==> src/rtl/if_stage_if.sv <==
// Instruction-memory port of the fetch stage: single-outstanding req/gnt/rvalid.
// The master side issues requests; the slave side is the instruction memory.
interface if_stage_if;
  logic        imemReq;
  logic [63:0] imemAddr;
  logic        imemGnt;
  logic        imemRvalid;
  logic [31:0] imemRdata;

  modport master (
    output imemReq,
    output imemAddr,
    input  imemGnt,
    input  imemRvalid,
    input  imemRdata
  );

  modport slave (
    input  imemReq,
    input  imemAddr,
    output imemGnt,
    output imemRvalid,
    output imemRdata
  );
endinterface

==> src/rtl/if_stage.sv <==
// RV64 instruction fetch: PC owner, single-outstanding imem requests, IF/ID register + 1-entry skid.
// Response to instValid is 1 cycle; stallF holds IF/ID and parks late responses in the skid, no new request while it is full.
// Optional IF_MISALIGN_TRAP_EN: a misaligned redirect raises instMisalign instead of fetching.
module if_stage #(
  parameter logic [63:0] PC_RESET = 64'h8000_0000,
  parameter logic [31:0] NOP_INST = 32'h0000_0013
) (
  input  logic              clk,
  input  logic              rst,
  input  logic              stallF,
  input  logic              flushF,
  input  logic [63:0]       jumpTarget,
  if_stage_if.master        imem,
  output logic              instValid,
  output logic [63:0]       instPc,
  output logic [31:0]       inst,
  output logic              instMisalign,
  output logic              fetchBusy
);

  typedef enum logic [2:0] {
    S_IDLE,
    S_REQ,
    S_WAIT,
    S_DROP_REQ,
    S_DROP_WAIT
  } state_t;

  state_t      r_state, w_state_nxt;
  logic [63:0] r_pc;
  logic [63:0] r_addr;
  logic        r_valid;
  logic [63:0] r_inst_pc;
  logic [31:0] r_inst;
  logic        r_skid_vld;
  logic [63:0] r_skid_pc;
  logic [31:0] r_skid_inst;
  logic        r_misalign;
  logic        r_trap;

  logic [63:0] w_target;
  logic        w_target_bad;
  logic        w_trap_nxt;
  logic        w_can_issue;
  logic        w_deliver;
  state_t      w_resume;

`ifdef IF_MISALIGN_TRAP_EN
  assign w_target     = jumpTarget;
  assign w_target_bad = flushF && (jumpTarget[1:0] != 2'b00);
`else
  assign w_target     = jumpTarget & 64'hFFFF_FFFF_FFFF_FFFC;
  assign w_target_bad = 1'b0;
`endif

  assign w_trap_nxt  = flushF ? w_target_bad : r_trap;
  assign w_resume    = w_trap_nxt ? S_IDLE : S_REQ;
  assign w_can_issue = !r_skid_vld && !(stallF && r_valid) && !r_trap;
  assign w_deliver   = (r_state == S_WAIT) && imem.imemRvalid && !flushF;

  always_ff @(posedge clk or negedge rst) begin
    if (!rst) begin
      r_state <= S_IDLE;
    end else begin
      r_state <= w_state_nxt;
    end
  end

  always_comb begin
    w_state_nxt = r_state;
    case (r_state)
      S_IDLE: begin
        if (flushF)           w_state_nxt = w_resume;
        else if (w_can_issue) w_state_nxt = S_REQ;
      end
      S_REQ: begin
        if (imem.imemGnt) w_state_nxt = flushF ? S_DROP_WAIT : S_WAIT;
        else if (flushF)  w_state_nxt = S_DROP_REQ;
      end
      S_WAIT: begin
        if (flushF)                w_state_nxt = imem.imemRvalid ? w_resume : S_DROP_WAIT;
        else if (imem.imemRvalid)  w_state_nxt = w_can_issue ? S_REQ : S_IDLE;
      end
      S_DROP_REQ: begin
        if (imem.imemGnt) w_state_nxt = S_DROP_WAIT;
      end
      S_DROP_WAIT: begin
        if (imem.imemRvalid) w_state_nxt = w_resume;
      end
      default: w_state_nxt = S_IDLE;
    endcase
  end

  // r_addr tracks the address of the last presented request: it is the PC of the
  // response in WAIT and the address that must stay on the bus in DROP_REQ.
  always_ff @(posedge clk or negedge rst) begin
    if (!rst) begin
      r_pc   <= PC_RESET;
      r_addr <= PC_RESET;
    end else begin
      if (r_state == S_REQ) r_addr <= r_pc;
      if (flushF)                                   r_pc <= w_target;
      else if ((r_state == S_REQ) && imem.imemGnt)  r_pc <= r_pc + 64'd4;
    end
  end

  always_ff @(posedge clk or negedge rst) begin
    if (!rst) begin
      r_valid     <= 1'b0;
      r_inst_pc   <= 64'd0;
      r_inst      <= NOP_INST;
      r_skid_vld  <= 1'b0;
      r_skid_pc   <= 64'd0;
      r_skid_inst <= NOP_INST;
      r_misalign  <= 1'b0;
      r_trap      <= 1'b0;
    end else if (flushF) begin
      r_skid_vld <= 1'b0;
      r_misalign <= w_target_bad;
      r_trap     <= w_target_bad;
      r_valid    <= w_target_bad;
      r_inst     <= NOP_INST;
      if (w_target_bad) r_inst_pc <= jumpTarget;
    end else if (w_deliver) begin
      if (!r_valid || !stallF) begin
        r_valid   <= 1'b1;
        r_inst_pc <= r_addr;
        r_inst    <= imem.imemRdata;
      end else begin
        r_skid_vld  <= 1'b1;
        r_skid_pc   <= r_addr;
        r_skid_inst <= imem.imemRdata;
      end
    end else if (!stallF) begin
      if (r_skid_vld) begin
        r_valid    <= 1'b1;
        r_inst_pc  <= r_skid_pc;
        r_inst     <= r_skid_inst;
        r_skid_vld <= 1'b0;
      end else begin
        r_valid <= 1'b0;
        r_inst  <= NOP_INST;
      end
    end
  end

  assign imem.imemReq  = (r_state == S_REQ) || (r_state == S_DROP_REQ);
  assign imem.imemAddr = (r_state == S_DROP_REQ) ? r_addr : r_pc;
  assign fetchBusy     = (r_state != S_IDLE);
  assign instValid     = r_valid;
  assign instPc        = r_inst_pc;
  assign inst          = r_inst;
  assign instMisalign  = r_misalign;

endmodule

==> src/flat_wrapper.sv <==
// flat-port wrapper written by rule: the top's interface ports become plain ports
module if_stage_flat 
#(
  parameter logic [63:0] PC_RESET = 64'h8000_0000,
  parameter logic [31:0] NOP_INST = 32'h0000_0013
)
  (clk, rst, stallF, flushF, jumpTarget, instValid, instPc, inst, instMisalign, fetchBusy, imem_imemReq, imem_imemAddr, imem_imemGnt, imem_imemRvalid, imem_imemRdata);
  if_stage_if imem_i ();
  input  logic clk;
  input  logic rst;
  input  logic stallF;
  input  logic flushF;
  input  logic [63:0] jumpTarget;
  output logic instValid;
  output logic [63:0] instPc;
  output logic [31:0] inst;
  output logic instMisalign;
  output logic fetchBusy;
  output wire logic [$bits(imem_i.imemReq)-1:0] imem_imemReq;
  output wire logic [$bits(imem_i.imemAddr)-1:0] imem_imemAddr;
  input wire logic [$bits(imem_i.imemGnt)-1:0] imem_imemGnt;
  input wire logic [$bits(imem_i.imemRvalid)-1:0] imem_imemRvalid;
  input wire logic [$bits(imem_i.imemRdata)-1:0] imem_imemRdata;
  assign imem_imemReq = imem_i.imemReq;
  assign imem_imemAddr = imem_i.imemAddr;
  assign imem_i.imemGnt = imem_imemGnt;
  assign imem_i.imemRvalid = imem_imemRvalid;
  assign imem_i.imemRdata = imem_imemRdata;
  if_stage #(.PC_RESET(PC_RESET), .NOP_INST(NOP_INST)) u_core (.clk(clk), .rst(rst), .stallF(stallF), .flushF(flushF), .jumpTarget(jumpTarget), .imem(imem_i), .instValid(instValid), .instPc(instPc), .inst(inst), .instMisalign(instMisalign), .fetchBusy(fetchBusy));
endmodule
==> config.mk <==
export PLATFORM = sky130hd
export DESIGN_NAME = if_stage_flat
export DESIGN_NICKNAME = d
export VERILOG_FILES = /design/src/rtl/if_stage_if.sv /design/src/rtl/if_stage.sv /design/src/flat_wrapper.sv
export SDC_FILE = /design/constraint.sdc
export NUM_CORES = 1
export LEC_CHECK = 0
export BUFFER_PORTS_ARGS = -buffer_cell sky130_fd_sc_hd__buf_4
export CORE_ASPECT_RATIO = 0.6
export CORE_UTILIZATION = 55
export CTS_CLUSTER_SIZE = 24
export DETAILED_ROUTE_END_ITERATION = 7
export PLACE_DENSITY = 0.87
export SYNTH_ARGS = -nofsm -noshare
export SYNTH_HDL_FRONTEND = slang
export SYNTH_SLANG_ARGS = --single-unit
==> constraint.sdc <==
create_clock -name clk -period 4.6 [get_ports clk]
set_input_delay 0.46 -clock clk [delete_from_list [all_inputs] [get_ports clk]]
set_output_delay 0.46 -clock clk [all_outputs]
set_load 0.05 [all_outputs]
-- Word level (Yosys, flattened, before mapping)
Cells that the tools add are included.
- add/sub/neg operators: 1
- muxes and demuxes: 35
- reductions and logical operators: 23
- bitwise gates (word level): 2
- equal/unequal tests: 14
- operator list (operator ; number):
    64-bit two-way mux ; 7
    32-bit two-way mux ; 5
    64-bit by 3-bit adder with 64-bit output, second input constant ; 1
    3-bit two-way mux ; 10
    3-bit one-hot mux with 5 select lines ; 1
    1-bit two-way mux ; 12
    3-bit != test, second input constant ; 4
    3-bit by 2-bit == test with 1-bit output, second input constant ; 2
    1-bit logical AND ; 6
    1-bit logical NOT ; 6
    2-bit != test, second input constant ; 3
    5-bit AND reduction ; 1
    2-bit AND reduction ; 2
    4-bit AND reduction ; 1
    2-bit nonzero test ; 2
    3-bit by 1-bit == test with 1-bit output, second input constant ; 1
    3-bit == test, second input constant ; 1
    3-bit logical NOT ; 1
    3-bit by 1-bit != test with 1-bit output, second input constant ; 1
    3-bit by 2-bit != test with 1-bit output, second input constant ; 1
    3-bit AND reduction ; 1
    3-bit nonzero test ; 1
    1-bit logical OR ; 2
    2-bit by 1-bit != test with 1-bit output, second input constant ; 1
    1-bit inverter ; 2
- bits in registers: 326
- output and inout bits: 164
- bits of input ports: 102
- logic and storage cells: 85

-- Longest topological paths before layout
- depth after elaboration: 8
- mapped depth: 9
- mapped depth without buffers: 6

-- Worst setup path before layout
Ideal clock, no wire load.
- kind: register to output
- start point: register u_core.r_state[2]
- end point: output port imem_imemAddr[10]
- path buffers: 2
- cell stages (with the launch flop): 8
- setup slack: 2070 ps
- data arrival time: 2070 ps
- required time: 4140 ps
- path through: dfrtp_1 -> clkbuf_1 -> inv_1 -> nand2_1 -> inv_1 -> nand2_1 -> clkbuf_1 -> mux2_2
- cells in the longest elaborated chain, start to end: 2
- ends and longest elaborated chain (what ; line ; text):
    from (decl) ; if_stage.sv:29 ; state_t r_state, w_state_nxt;
    from (signal assigned) ; if_stage.sv:65 ; r_state <= w_state_nxt;
    3-bit by 2-bit == test with 1-bit output ; if_stage.sv:148 ; assign imem.imemAddr = (r_state == S_DROP_REQ) ? r_addr : r_pc;
    64-bit two-way mux ; if_stage.sv:148 ;
    to (decl) ; flat_wrapper.sv:20 ; output wire logic [$bits(imem_i.imemAddr)-1:0] imem_imemAddr;
No other way between the ends.

-- Worst setup path in the final report
- start point: register u_core.r_state[2]
- end point: output port imem_imemAddr[7]
Same word-level chain as after synthesis.

==> flow_metrics.py <==
metrics = {
    "outcome": {
        "run_status": "finished, violations left",
        "violations": "hold timing",
    },
    "worst_setup_path": {
        "cp_data_arrival_time_ps": 2870,
        "startpoint_type": "flip-flop",
        "cp_max_fo": 62,
        "path_class": "reg2out",
        "r2r_slack_ps": 1530,
        "crit_required_ps": 4140,
        "endpoint_kind": "output port",
        "crit_start": "u_core.r_state[2]$_DFFE_PN0P_",
        "r2r_start": "u_core.r_pc[21]$_DFFE_PN0N_",
    },
    "sta": {
        "setup-tns-final_ps": 0,
        "hold_violations": 14,
        "period_share": 0.724,
        "min_period_ps": 3330,
        "report.final.slew_viol_count": 0,
        "hold_ws_ps": -39.0,
        "fin_ws_ps": 1270,
        "tightestPinTransition_ps": 1150,
        "clock.fmax_mhz": 300,
        "rsz0062_at_grt": "false",
        "setup_viol": 0,
        "relSlewSlack": 0.232,
        "finClkSkew_ps": 11.0,
    },
    "cts": {
        "numCtsBuffers": 30,
        "path_clk_slew_ps": 60,
        "cts.htree.levels": 1,
        "clkLatencyLatePin_ps": 560,
        "clockBufferDepth": 3,
        "clock-sinks": 318,
        "cts_root_buf": "clkbuf_16",
        "cts_tree": "yes",
        "cts_resized": 0,
        "cts_hold_buf": 0,
        "post_cts_buffers": 0,
    },
    "finish": {
        "syn_to_final_growth_pct": 20.9,
        "drive_gt1_frac": 0.381,
        "final_util": 0.676,
        "final_nets": 1726,
        "fin_area_um2": 18600,
        "num-fill-cells": 2015,
    },
    "drt": {
        "drtAntennaViolNets": 0,
        "totalWireLength_um": 40400,
        "drt_iter0_markers": 1170,
        "drc": 0,
        "viasPerCell": 5.94,
        "firstDrtPassIters": 5,
        "drt-wirelength-per-cell_um": 20.1,
        "vias": 12000,
    },
    "place": {
        "dpl_cell_area_um2": 17600,
        "portBuffers": 258,
        "hpwl_um": 26200,
        "dp_slack_ps": 1660,
        "place.gp.congestion": 0.826,
    },
    "die": {
        "pin_count": 266,
        "placementRows": 47,
        "dieArea_um2": 28700,
        "fp.dieH_um": 132,
        "die_x_um": 218,
        "core_area_um2": 27500,
        "start_util": 0.559,
    },
    "pwr": {
        "ir_worst_vdd_v": 0.000391,
        "p_leak_nw": 8.95,
        "power_density_nw_per_um2": 524,
    },
    "logic_synthesis": {
        "yosysTopAreaCell": "dfrtp_1",
        "avgSynthCellArea_um2": 10.9,
        "yosys-mux-area-fraction": 0.214,
        "synth-compound-area-share": 0.0616,
        "synth_top_area_frac": 0.504,
        "yosysMostFrequentCell": "dfrtp_1",
        "yosysUniqueCellTypes": 60,
        "synth-seq-cells": 318,
        "synth_fa_ha_area_frac": 0.000813,
        "async_flop_share": 1.00,
        "synth_top_family_by_area": "multiplexers",
        "yosys.area_share.simple": 0.155,
        "yosys_warnings": 0,
        "yosysSeqAreaShare": 0.518,
        "synth_cells": 1417,
        "synth_flop_cell": "dfrtp_1",
        "post_synth_instance_area_um2": 15400,
        "synth-xor-area-share": 0.0199,
        "yosys-top-cells-area": "dfrtp_1 (50%), mux2_2 (21%), nand2_1 (7.1%)",
        "synth_edf_count": 0,
        "synth_common_cells": "dfrtp_1 (310), nand2_1 (291), mux2_2 (283)",
    },
    "global_route": {
        "grt_pass1_wl_um": 64700,
        "overflow": 0,
        "grt_pass1_vias": 11700,
        "grt_start_max_net_pins": 113,
        "antenna_found_initial": 1,
        "track_usage": 0.282,
    },
    "hold_path": {
        "hp-class": "in2async",
    },
    "job": {
        "drv_cap": 0,
    },
}
==> path summary, 6_finish.rpt <==
check / end / cells past startpoint
setup / recovery: imem_imemAddr[7] / 6
hold / removal: u_core.r_skid_pc[20]$_DFFE_PN0P_ / 1
setup reg to reg: u_core.r_pc[60]$_DFFE_PN0N_ / 5
hold reg to reg: u_core.inst[13]$_DFFE_PN0P_ / 2
max in group asynchronous: u_core.r_skid_pc[40]$_DFFE_PN0P_ / 2
min in group clk: u_core.r_pc[3]$_DFFE_PN0N_ / 3
==> stage by stage <==
stage / power (W) / cells
after floorplan: 0.00612 / 1421
after global placement: 0.00703 / 1958
after detailed placement: 0.00715 / 1958
after CTS: 0.00979 / 2012
after global routing: 0.0101 / 2013
final: 0.00974 / 2014
==> critical path, cell delays in order, from the launching register on <==
cell,delay (ps)
dfrtp_1,510
inv_1,110
nand2_1,130
inv_1,110
nand2_4,650
mux2_2,460
buf_4,200
==> sequential cells by signal, summed over array words and instances, names as in the netlist <==
name	flops
u_core.inst	32
u_core.r_addr	62
u_core.r_skid_vld	1
u_core.instValid	1
u_core.r_skid_inst	32
u_core.instPc	62
u_core.r_pc	62
u_core.r_trap	1
u_core.r_skid_pc	62
u_core.r_state	3
==> layout by cell type (no fill, tap or decap), types with 3 or more instances in the layout <==
cell type / instances
dfrtp_1: 310
nand2_1: 290
mux2_2: 283
buf_4: 268
o21ai_0: 46
nand3_1: 35
a21oi_1: 34
and3_1: 34
o31ai_1: 33
clkbuf_16: 31
xnor2_1: 27
nor2_1: 25
nor4_1: 23
inv_1: 17
a31oi_1: 14
nor2b_1: 13
nand4_1: 12
or4_1: 12
nor3_1: 11
clkbuf_1: 11
mux2i_1: 10
a22oi_1: 8
xor2_1: 8
dfstp_2: 8
or3_1: 6
conb_1: 5
clkbuf_8: 5
and4_1: 4
bufinv_16: 4
nand2b_1: 3
nand3b_1: 3
or4_2: 3
o211ai_1: 3
or2_2: 3
==> report_power, final <==
part | total [W] | internal (W) | switching (W) | leakage [nW]
sequential | 0.00381 | 0.00331 | 0.000501 | 4.13
clock | 0.00261 | 0.00154 | 0.00107 | 0.500
combinational | 0.00332 | 0.00131 | 0.00201 | 4.32
==> per-layer routing <==
layer  global-route usage  up-vias  part of all wire
met3               0.0569       53             0.076
met1                0.415     6031              0.44
met5                    0        -                 0
li1                     -     5399                 -
met2                0.430      472              0.46
met4               0.0664        0             0.020
==> cell families after synthesis <==
kind of cell,count (synthesis)
buffers and inverters,118
xor gates and xnor gates,35
AOI/OAI and AO/OA,153
muxes,293
adders and majority gates,1
and+or+nand+nor,498
other,1
DFF,318
==> cell type report <==
cell class / count / area, um2 / share of cell area
clock inverter: 7 / 139 / 0.00747
multi-input combinational: 985 / 7010 / 0.377
antenna: 2 / 5.00 / 0.000269
inverter: 17 / 63.8 / 0.00343
clock buffer: 47 / 886 / 0.0476
timing repair buffer: 271 / 2070 / 0.111
tap: 367 / 459 / 0.0247
sequential: 318 / 7970 / 0.428
Power figures use the tool's default switching activity.
